===== src/rtl/fetch_queue.sv =====
// Instruction fetch queue: issues word fetches to instruction memory, buffers
// returned instructions in order and presents them one at a time to decode.
// A redirect from execute flushes the queue and discards stale responses.
module fetch_queue #(
    parameter int          DEPTH     = 4,
    parameter logic [31:0] NOP_INSTR = 32'h0000_0013
) (
    input  logic        clk,
    input  logic        rst_n,
    input  logic [31:0] boot_addr,
    input  logic        redirect,
    input  logic [31:0] redirect_pc,
    output logic        imem_req,
    output logic [31:0] imem_addr,
    input  logic        imem_gnt,
    input  logic        imem_rvalid,
    input  logic [31:0] imem_rdata,
    output logic        id_valid,
    input  logic        id_ready,
    output logic [31:0] id_instr,
    output logic [31:0] id_pc,
    output logic [31:0] id_pc_plus_4
);

    localparam int              PW      = $clog2(DEPTH);
    localparam int              CW      = PW + 1;
    localparam logic [CW:0]     DEPTH_W = DEPTH[CW:0];
    localparam logic [CW-1:0]   ONE     = 1;
    localparam logic [PW-1:0]   PTR_ONE = 1;

    logic [31:0]   fetch_pc;
    logic [31:0]   resp_pc;
    logic [CW-1:0] count;
    logic [CW-1:0] outstanding;
    logic [CW-1:0] drop;
    logic [PW-1:0] head;
    logic [PW-1:0] tail;
    logic [31:0]   q_instr [DEPTH];
    logic [31:0]   q_pc    [DEPTH];

    logic [CW:0]   inflight;
    logic [CW-1:0] out_next;
    logic [31:0]   redirect_word;
    logic          grant;
    logic          push;
    logic          pop;

    // Request/decode handshakes and the outstanding-beat bookkeeping.
    always_comb begin
        inflight      = {1'b0, count} + {1'b0, outstanding};
        imem_req      = rst_n && !redirect && (inflight < DEPTH_W);
        imem_addr     = fetch_pc;
        grant         = imem_req && imem_gnt;
        push          = imem_rvalid && !redirect && (drop == '0);
        id_valid      = (count != '0) && !redirect;
        pop           = id_valid && id_ready;
        id_instr      = id_valid ? q_instr[head] : NOP_INSTR;
        id_pc         = q_pc[head];
        id_pc_plus_4  = id_pc + 32'd4;
        redirect_word = redirect_pc & ~32'd3;
        out_next      = outstanding;
        if (grant)       out_next = out_next + ONE;
        if (imem_rvalid) out_next = out_next - ONE;
    end

    // Fetch pointers, occupancy and queue storage; redirect overrides push/pop.
    always_ff @(posedge clk) begin
        if (!rst_n) begin
            fetch_pc    <= boot_addr;
            resp_pc     <= boot_addr;
            count       <= '0;
            outstanding <= '0;
            drop        <= '0;
            head        <= '0;
            tail        <= '0;
            for (int i = 0; i < DEPTH; i++) begin
                q_instr[i] <= NOP_INSTR;
                q_pc[i]    <= '0;
            end
        end else begin
            outstanding <= out_next;
            if (redirect) begin
                // Every beat still owed by memory after this cycle is stale.
                count    <= '0;
                head     <= '0;
                tail     <= '0;
                fetch_pc <= redirect_word;
                resp_pc  <= redirect_word;
                drop     <= out_next;
            end else begin
                if (grant) fetch_pc <= fetch_pc + 32'd4;
                if (imem_rvalid && drop != '0) drop <= drop - ONE;
                if (push) begin
                    q_instr[tail] <= imem_rdata;
                    q_pc[tail]    <= resp_pc;
                    tail          <= tail + PTR_ONE;
                    resp_pc       <= resp_pc + 32'd4;
                end
                if (pop) head <= head + PTR_ONE;
                case ({push, pop})
                    2'b10:   count <= count + ONE;
                    2'b01:   count <= count - ONE;
                    default: count <= count;
                endcase
            end
        end
    end

endmodule

===== config.mk =====
export PLATFORM = sky130hd
export DESIGN_NAME = fetch_queue
export DESIGN_NICKNAME = d
export VERILOG_FILES = /design/src/rtl/fetch_queue.sv
export SDC_FILE = /design/constraint.sdc
export NUM_CORES = 1
export LEC_CHECK = 0
export BUFFER_PORTS_ARGS = -buffer_cell sky130_fd_sc_hd__buf_2
export CAP_MARGIN = 20
export CORE_MARGIN = 5
export CORE_UTILIZATION = 25
export DETAILED_ROUTE_END_ITERATION = 8
export GPL_TIMING_DRIVEN = 0
export PLACE_DENSITY = 0.39
export SYNTH_ARGS = -nofsm -noshare
export SYNTH_HDL_FRONTEND = slang
export SYNTH_SLANG_ARGS = --single-unit
export TNS_END_PERCENT = 20

===== constraint.sdc =====
create_clock -name clk -period 15.7 [get_ports clk]
set_clock_uncertainty 0.15 [all_clocks]
set_input_delay 3.14 -clock clk [delete_from_list [all_inputs] [get_ports clk]]
set_output_delay 3.14 -clock clk [all_outputs]
set_load 0.02 [all_outputs]

; After elaboration in Yosys (flattened, before gate mapping)
; Memories as Yosys holds them, arrays and structs flattened. A register that Yosys moved wholly into a read port is not among the register bits.
; Index checks and enable logic that the tools add are counted.
[word_totals]
mem_bits_rw = 256
inputBits = 102
register_bits = 77
out_inout_bits = 130
mem_count = 2
elab_cells = 70
[memory_table]
columns = memory, words, word_bits, read_ports, rd_ports_with_merged_regs, write_ports, line_no
row1 = q_instr, 4, 32, 1, 1, 4, 38  ; logic [31:0] q_instr [DEPTH];
row2 = q_pc, 4, 32, 1, 1, 4, 39  ; logic [31:0] q_pc [DEPTH];
[classes]
addsub = 11
eq_ne = 4
n_mux = 27
bitwise_logic = 1
reduce_logical = 17
magnitude_cmp = 1
[op_table]
columns = operator, count
row1 = $mux 32, 9
row2 = $add 32x3->32 const B, 3
row3 = $reduce_or 32->1, 2
row4 = $mux 2, 6
row5 = $mux 3, 4
row6 = $sub 3x1->3 const B, 3
row7 = $logic_and 1x1->1, 8
row8 = $mux 1, 7
row9 = $add 3x1->3 const B, 2
row10 = $ne 3x1->1 const B, 2
row11 = $pmux 3 s2, 1
row12 = $reduce_bool 3->1, 2
row13 = $add 2x1->2 const B, 2
row14 = $add 3x3->4, 1
row15 = $lt 4x3->1 const B, 1
row16 = $reduce_bool 2->1, 2
row17 = $logic_not 3->1, 1
row18 = $eq 2x1->1 const B, 1
row19 = $eq 2x2->1 const B, 1
row20 = $reduce_or 2->1, 1
row21 = $logic_not 1->1, 1
row22 = $not 1->1, 1

; Depth between registers and ports, before layout
[logic_depth]
depth_word = 9
mapped_depth = 11
ltp_nobuf = 11

; Worst setup path before layout
; OpenSTA, ideal clock, no wires.
[synth_path]
path_kind = input -> register
start = input port imem_rvalid
end = memory q_instr[0][0], enable pin
arrival_time_ps = 8061
setup_slack_ps = 6915
stages = 4
n_path_buf = 0
setup_ps = 574
required_ps = 14976
cell_sequence = nand3b_1 -> nor2_1 -> inv_1 -> o21ai_0
[synth_rtl]
columns = element, line_no
row1 = start: declaration, 16  ; input logic imem_rvalid,
row2 = end: declaration, 38

; Worst setup path in the final report
[layout_path]
start = input port redirect
end = output port id_instr[24]
[layout_between]
elab_chain_len = 3
[layout_rtl]
columns = element, line_no
row1 = start: declaration, 11  ; input logic redirect,
row2 = $logic_not 1->1, 55  ; id_valid = (count != '0) && !redirect;
row3 = $logic_and 1x1->1, 55
row4 = $mux 32, 57  ; id_instr = id_valid ? q_instr[head] : NOP_INSTR;
row5 = end: declaration, 20  ; output logic [31:0] id_instr,
; No other way between the ends.

==> reports/metrics.yaml <==
n_fill_cell: 6560
io_pins: 232
vias_per_cell: 4.51
worstPathRequired_ps: 12410
die_area_um2: 69600
grt_max_degree: 42
hpwlAfterDp_um: 37000
place_inst: 2404
grt_usage: 0.142
dr.max_layer_used: "met4"
first_pass_iters: 5
grt.overflow.total: 0
outcome: "complete, no violations"
wl_um: 50200
clk_pin_slew_ps: 50
hold_path_depth: 2
die_h_um: 264
antenna_found_initial: 1
rsz0062_at_grt: "false"
cp_max_fo: 10
clk_latency_ps: 560
ys.flop_type: "edfxtp_1"
netlist_area_um2: 16100
synth-seq-cells: 333
tightest_slew_ps: 1150
antenna_left: 0
drc_errors: 0
vias: 11200
root_buffer: "clkbuf_16"
critPathMostFrequentCell: "buf_2"
synth_cells: 1308
final_area_um2: 20000
power_density_nw_per_um2: 112
p_leak_nw: 7.71
wl_per_cell_um: 20.3
place_congestion: 0.758
cp_slowest_stage_delay_ps: 620
core-area_um2: 64100
setup_viol: 0
cts_hold_buf: 0
cts_buffer_depth: 3
ys_types: 59
grt_pass1_wl_um: 75600
dr.first_iter.drc_count: 665
slew_viol_final: 0
critPathKind: "in2out"
finalCritPeriodShare: 0.515
multiInputGateArea_um2: 5660
first_global_vias: 11700
crit_arrival_ps: 4800
irDropWorstVdd_mv: 0.0689
cp-end-kind: "primary output"
std_cell_rows: 93
cts_tree: "yes"
path_cells: "buf_2 -> nor2_1 -> clkbuf_1 -> and2_1 -> buf_2"
cts.sinks: 333
synth_area_per_cell_um2: 12.3
final_cells: 2477
pre_cts_slack_ps: 7520
synth-warning-count: 0
seq_area_frac_synth: 0.611
seq_area_um2: 9850
start_kind: "primary input"
port_buffers: 229
drv_cap: 0
chipWidth_um: 264
clock.fmax_mhz: 124
total_power_w: 0.00224
r2r_cells: 6
syn_nets: 1421
relSlewSlack: 0.229
h-tree-depth: 2
hp-class: "reg2reg"
wl_met1_um: 22500
worst_slack_ps: 7610
start_util: 0.251
cp_slowest_cell: "nor2_1"
routed-wl-met3_um: 2610
dpl_cell_area_um2: 18700
min_period_ps: 8090
area_growth_pct: 23.9
synth_edf_count: 318
synthArstFlopShare: 0
postCtsSetupRepairBufs: 0
cts_resized: 0
wl_met2_um: 24100
layout.nets: 1706
finalHoldViolations: 0
tns_ps: 0
drive_gt1_frac: 0.239
cts_buffers: 41
## flip-flops by register name, summed over array words and instances, names as in the netlist, named ones only
| register | count |
|---|---|
| count | 3 |
| drop | 3 |
| imem_addr | 31 |
| head | 2 |
| tail | 2 |
| q_instr | 128 |
| outstanding | 3 |
| resp_pc | 31 |
| q_pc | 128 |
## placed cells by master, fill, tap and decap left out, drive strengths merged, types with 12 or more instances in the layout
| cell type | Yosys | routed |
|---|---|---|
| edfxtp | 318 | 318 |
| buf | 24 | 266 |
| nor2 | 232 | 232 |
| nand2 | 126 | 126 |
| clkbuf | 49 | 102 |
| inv | 80 | 83 |
| o21ai | 77 | 77 |
| mux4 | 64 | 64 |
| xnor2 | 39 | 39 |
| and2 | 36 | 36 |
| xor2 | 36 | 36 |
| nand3 | 34 | 34 |
| nand4 | 31 | 31 |
| nor3 | 21 | 21 |
| dfxtp | 15 | 15 |
| and3 | 15 | 15 |
| nor4 | 14 | 14 |
| a21oi | 13 | 13 |
| clkinv | 1 | 12 |
## Yosys cell counts (4+ instances only)
cell / n / area (um2)
o31a_1: 4 / 35.0
nor2b_1: 4 / 25.0
a21o_1: 4 / 30.0
o21ai_0: 76 / 380
and2_1: 36 / 225
or3_1: 6 / 37.5
nor4_1: 11 / 68.8
edfxtp_1: 318 / 9550
xor2_1: 36 / 315
dfxtp_1: 15 / 300
o21a_1: 4 / 30.0
and3_1: 14 / 87.6
nand3_1: 32 / 160
inv_1: 79 / 297
mux4_2: 50 / 1130
a21oi_1: 13 / 65.1
buf_2: 14 / 70.1
nor3_1: 21 / 105
nor2_1: 232 / 871
nand2_1: 125 / 469
clkbuf_1: 49 / 184
ha_1: 10 / 125
mux4_1: 14 / 368
a22oi_1: 9 / 67.6
and4_1: 10 / 87.6
nand4_1: 29 / 181
xnor2_1: 39 / 342
or4_1: 4 / 30.0
a31o_2: 4 / 35.0
buf_4: 4 / 30.0
o211ai_1: 6 / 45.0
## area by class of cell
| type | instances | share of cell area |
|---|---|---|
| Clock inverter | 18 | 0.00897 |
| Sequential cell | 333 | 0.494 |
| Antenna cell | 1 | 0.000125 |
| Inverter | 81 | 0.0152 |
| Multi-Input combinational cell | 821 | 0.283 |
| Timing Repair Buffer | 242 | 0.0730 |
| Clock buffer | 53 | 0.0547 |
| Tap cell | 855 | 0.0536 |
| Buffer | 73 | 0.0174 |
## metal layers
| layer | global-route usage | up-vias |
|---|---|---|
| li1 | - | 5327 |
| met1 | 0.188 | 5488 |
| met2 | 0.239 | 303 |
| met3 | 0.0298 | 59 |
| met4 | 0.0327 | 0 |
| met5 | 0 | - |
## kinds of logic after synthesis
group | share of synthesized area
fa+ha+maj | 0.00901
buf+inv | 0.0404
mux | 0.0941
simple gates | 0.157
xor+xnor | 0.0408
flops | 0.611
compound gates | 0.0476
## critical path, delay by kind of cell
kind,cells,cell delay (ps)
buf+inv,3,800
simple gates,2,860
## power by group
group	total, W	switching (W)	internal, W
sequential	0.00107	0.0000382	0.00104
combinational	0.000257	0.000166	0.0000913
clock	0.000912	0.000385	0.000527
## path summary, 6_finish.rpt
kind	startpoint	end	slack [ps]
worst min register to register	head[1]	flip-flop	380
worst min-delay path	head[1]	flip-flop	380
worst max register to register	imem_addr[4]	imem_addr[29]	12780
worst max-delay path	redirect	id_instr[24]	7610
## through the flow
step           hold WS, ps  utilization
2_1_floorplan          326            -
3_3_place_gp           361        0.286
3_5_place_dp           366        0.291
4_1_cts                389        0.311
5_1_grt                404        0.311
6_report               383        0.311
Note: power is estimated with default switching activity, not from simulation.
